===== config.mk =====
export PLATFORM = sky130hd
export DESIGN_NAME = timer_ctrl
export DESIGN_NICKNAME = d
export VERILOG_FILES = /design/src/rtl/timer_pkg.sv /design/src/rtl/timer_count.sv /design/src/rtl/timer_ctrl.sv
export SDC_FILE = /design/constraint.sdc
export NUM_CORES = 1
export LEC_CHECK = 0
export BUFFER_PORTS_ARGS = -buffer_cell sky130_fd_sc_hd__buf_2
export CAP_MARGIN = 20
export CORE_UTILIZATION = 49
export DETAILED_ROUTE_END_ITERATION = 8
export PLACE_DENSITY = 0.78
export SKIP_CTS_REPAIR_TIMING = 1
export SYNTH_ARGS = -nofsm -noshare
export SYNTH_HDL_FRONTEND = slang
export SYNTH_SLANG_ARGS = --single-unit

===== constraint.sdc =====
create_clock -name clk -period 1.7 [get_ports clk]
set_clock_uncertainty 0.15 [all_clocks]
set_input_delay 0.085 -clock clk [delete_from_list [all_inputs] [get_ports clk]]
set_output_delay 0.085 -clock clk [all_outputs]
set_load 0.005 [all_outputs]

===== src/rtl/timer_pkg.sv =====
// Shared definitions for the interval-timer controller and its counter datapath.
package timer_pkg;
  localparam int WIDTH_DEF   = 8;
  localparam int PRESC_W_DEF = 8;

  typedef enum logic [1:0] {
    IDLE = 2'd0,
    RUN  = 2'd1,
    HOLD = 2'd2
  } state_t;
endpackage


===== src/rtl/timer_count.sv =====
// Up-counter that wraps to zero at the programmed period and flags the wrap one cycle later.
module timer_count
  import timer_pkg::*;
#(
  parameter int WIDTH = WIDTH_DEF
) (
  input  logic             clk,
  input  logic             rst,
  input  logic             clr,
  input  logic             cnt_en,
  input  logic [WIDTH-1:0] period,
  output logic [WIDTH-1:0] count,
  output logic             term,
  output logic             wrap
);

  assign term = (count == period);

  always_ff @(posedge clk) begin
    if (rst) begin
      count <= '0;
      wrap  <= 1'b0;
    end else begin
      wrap <= cnt_en && term;
      if (clr)
        count <= '0;
      else if (cnt_en)
        count <= term ? '0 : count + 1'b1;
    end
  end

endmodule


===== src/rtl/timer_ctrl.sv =====
// Timer sequencer: latches period/prescale on start, divides the run gate through a
// prescaler and drives the shared counter's enable and clear.
module timer_ctrl
  import timer_pkg::*;
#(
  parameter int WIDTH   = WIDTH_DEF,
  parameter int PRESC_W = PRESC_W_DEF
) (
  input  logic               clk,
  input  logic               rst,
  input  logic               start,
  input  logic               stop,
  input  logic               en,
  input  logic               periodic,
  input  logic [WIDTH-1:0]   period,
  input  logic [PRESC_W-1:0] prescale,
  output logic               busy,
  output logic               tick,
  output logic               done,
  output logic [WIDTH-1:0]   count
);

  state_t             state;
  logic [PRESC_W-1:0] presc;
  logic [PRESC_W-1:0] lat_prescale;
  logic [WIDTH-1:0]   lat_period;
  logic               lat_periodic;
  logic               presc_hit;
  logic               accept;
  logic               cnt_en;
  logic               term;

  assign presc_hit = (presc == lat_prescale);
  assign accept    = (state == IDLE) && start && !stop;
  // Stop and pause both outrank the terminal enable, so the counter only moves when neither is present.
  assign cnt_en    = (state == RUN) && en && !stop && presc_hit;

  timer_count #(.WIDTH(WIDTH)) u_count (
    .clk    (clk),
    .rst    (rst),
    .clr    (accept),
    .cnt_en (cnt_en),
    .period (lat_period),
    .count  (count),
    .term   (term),
    .wrap   (tick)
  );

  always_ff @(posedge clk) begin
    if (rst) begin
      state        <= IDLE;
      busy         <= 1'b0;
      done         <= 1'b0;
      presc        <= '0;
      lat_period   <= '0;
      lat_prescale <= '0;
      lat_periodic <= 1'b0;
    end else begin
      done <= 1'b0;
      case (state)
        IDLE: begin
          if (accept) begin
            lat_period   <= period;
            lat_prescale <= prescale;
            lat_periodic <= periodic;
            presc        <= '0;
            state        <= RUN;
            busy         <= 1'b1;
          end
        end
        RUN: begin
          if (stop) begin
            presc <= '0;
            state <= IDLE;
            busy  <= 1'b0;
          end else if (!en) begin
            state <= HOLD;
          end else begin
            presc <= presc_hit ? '0 : presc + 1'b1;
            if (presc_hit && term && !lat_periodic) begin
              done  <= 1'b1;
              state <= IDLE;
              busy  <= 1'b0;
            end
          end
        end
        HOLD: begin
          if (stop) begin
            presc <= '0;
            state <= IDLE;
            busy  <= 1'b0;
          end else if (en) begin
            state <= RUN;
          end
        end
        default: begin
          state <= IDLE;
          busy  <= 1'b0;
        end
      endcase
    end
  end

endmodule


==> qor.yml <==
status: "finished, violations left"
failed_checks: "negative setup slack"
grt-ovfl-total: 0
gp_congestion: 0.8351
clk_path_buf_depth: 2
power.switching_uw: 545.3
multiInputGateArea_sq_um: 1154
viasPerCell: 5.403
min_to: "state[0]$_SDFFE_PP0P_"
vias: 1929
worst-path-max-fanout: 2
reg2reg_from: "presc[5]$_SDFFE_PP0P_"
synth_area_leaders: "dfxtp_1, nand2_1, a21oi_1"
drive_gt1_frac: 0.4084
netlist_instances: 219
power_leakage_uw: 0.001138
hold_path.class: "input port to flip-flop"
post-route-period-util: 1.136
io_pins: 33
peakVddDrop_mv: 0.6209
synthesis.nets: 243
grt_max_degree: 19
cts_tree: "yes"
endpoint_kind: "flip-flop"
r2r_slack_ns: -0.23
antennaDiodeCount: 0
yosysTopAreaCell: "dfxtp_1"
slew-limit-headroom: 0.7679
grt_pass1_wl_mm: 7.162
pwr-share-comb: 0.196
setup_violations: 8
first_pass_iters: 4
yosys.cell_types.count: 41
clkPwrFrac: 0.330
pre_cts_ws_ns: -0.2205
setup_ws_ns: -0.2304
stdcell_area_sq_um: 2788
cp_cell_sequence: "xnor2_2 -> nand4_1 -> or3_4 -> or4b_1 -> o22ai_1"
max_freq_mhz: 518.0
fin_nets: 334
grt_pass1_vias: 1650
worst_pin_slew_ns: 0.3469
numCtsBuffers: 5
htree_levels: 2
ff2ff_path_depth: 5
port_buffers: 32
clk_latency_ns: 0.30
holdPathStages: 3
grt_use_total: 0.2329
drc: 0
hold_start: "rst"
clkSinkCount: 38
crit_type: "flip-flop to flip-flop"
synth_top_area_frac: 0.4097
worstSetupStartpointType: "flip-flop"
fp.coreArea_sq_um: 3468
syn_to_final_growth_pct: 50.13
worstPathRequired_ns: 1.79
setup-tns-final_ns: -0.4752
seq_area_sq_um: 784.5
wl_mm: 5.257
intPower_uw: 1442
crit_path_top_delay_cell: "or4b_1"
first_iter_violations: 129
crit_path_max_incr_delay_ns: 0.51
worstReg2RegEnd: "u_count.count[7]$_SDFFE_PP0P_"
drv_cap: 0
synth_seq_area_share: 0.4097
clk_pin_slew_worst_paths_ns: 0.08
ys.flop_type: "dfxtp_1"
die_w_um: 63.56
rsz0062_at_grt: "yes"
n_fill_cell: 227
ys_warn_count: 0
die_h_um: 63.56
placed_cell_area_sq_um: 2320
start_util: 0.5354
avgSynthCellArea_sq_um: 8.478
wl_per_cell_um: 14.73
min_period_ns: 1.930
async_flop_share: 0
die-area_sq_um: 4039
antenna_found_initial: 0
power_density_nw_per_um2: 712.8
arrival_ns: 2.02
final_max_slew_viol_count: 0
syn_area_sq_um: 1857
cts_root_buf: "clkbuf_8"
placementRows: 21
hold_viol: 0
hpwl_mm: 3.212
seq_power_share: 0.474
drt.antenna.violating_nets: 0
switching_share: 0.2744
synth_edf_count: 0
synth-seq-cells: 38
==> worst max-delay path, delay by kind of cell, from the launching register on <==
kind,cells,cell delay [ns]
AO/OA/AOI/OAI,1,0.16
XOR/XNOR,1,0.16
flip-flops,1,0.35
AND/OR/NAND/NOR,3,1.06
==> sequential cells by signal, summed over array words and instances, names as in the netlist <==
| name | cells |
|---|---|
| busy | 1 |
| u_count.wrap | 1 |
| u_count.count | 8 |
| lat_period | 8 |
| state | 2 |
| done | 1 |
| presc | 8 |
| lat_prescale | 8 |
| lat_periodic | 1 |
==> cell usage after synthesis, types with 3 or more instances <==
cell type	n
nor4_1	5
a21oi_1	30
buf_6	3
nand2_1	48
o21ai_0	6
nor2_1	10
o211ai_1	3
clkbuf_1	4
xnor2_1	7
xor2_1	14
dfxtp_1	38
or3_1	7
o22ai_1	5
nand3_1	3
==> cell families after synthesis <==
logic type               Yosys count  share of synthesized area
flip-flops                        38                     0.4097
multiplexers                       1                   0.005391
XOR/XNOR                          23                     0.1166
buffers and inverters             10                    0.03840
adder cells (fa/ha/maj)            2                    0.01347
AND/OR/NAND/NOR                   96                     0.2662
AO/OA/AOI/OAI                     49                     0.1503
==> stage by stage <==
stage                     instances  utilization  power [uW]  hold WS [ns]
after floorplan                 219            -        1134       0.01122
after global placement          326       0.6688        1255        0.1712
after detailed placement        326       0.6688        1264        0.1672
after CTS                       334       0.6962        1910       -0.1593
after global routing            357       0.8038        2069       0.06156
final                           357       0.8038        1987       0.04628
==> placed cells by master, fill, tap and decap left out, types with 3 or more instances in the layout <==
cell           netlist  layout
a21oi_1             30      28
buf_2                1      32
buf_4                0      34
buf_6                3       6
clkbuf_8             1       6
dfxtp_1             38      23
dfxtp_2              0      13
dlygate4sd3_1        0      21
nand2_1             48      47
nand3_2              2       3
nor2_1              10      10
nor4_2               0       4
o211ai_1             3       3
o21ai_0              6       3
o21ai_1              0       3
o22ai_1              5       4
or3_1                7       5
xnor2_1              7       4
xnor2_2              2       5
xor2_1              14      14
==> routing by layer <==
layer | track usage | up-vias | routed length, um
met5 | 0 | - | 0
met4 | 0.1335 | 0 | 150
met3 | 0.06341 | 16 | 174
met2 | 0.3590 | 51 | 2641
met1 | 0.2894 | 922 | 2290
li1 | - | 940 | -
==> power by group through the flow <==
stage,Clock (uW),Sequential (uW),Combinational [uW]
after global placement,0,959,296
after detailed placement,0,961,303
final,656,941,390
after global routing,704,944,421
after floorplan,0,958,177
after CTS,666,940,305
==> cell type report <==
cell class                      instances  share of cell area
Timing Repair Buffer                   93              0.2487
Inverter                                1            0.001347
Tap cell                               46             0.02065
Clock inverter                          2            0.004488
Multi-Input combinational cell        171              0.4138
Clock buffer                            6             0.02962
Sequential cell                        38              0.2814
==> worst max path at each step <==
stage	from	end	slack [ns]
floorplan	presc[5]$_SDFFE_PP0P_	u_count.count[7]$_SDFFE_PP0P_	-0.18
global placement	lat_prescale[4]$_SDFFE_PP0P_	u_count.count[7]$_SDFFE_PP0P_	-0.16
detailed placement	lat_prescale[1]$_SDFFE_PP0P_	u_count.count[7]$_SDFFE_PP0P_	-0.22
CTS	lat_prescale[1]$_SDFFE_PP0P_	u_count.count[7]$_SDFFE_PP0P_	-0.22
global route	u_count.count[4]$_SDFFE_PP0P_	u_count.count[7]$_SDFFE_PP0P_	-0.29
finish	presc[5]$_SDFFE_PP0P_	u_count.count[7]$_SDFFE_PP0P_	-0.23
No activity file was read; power rests on OpenSTA's default activity.
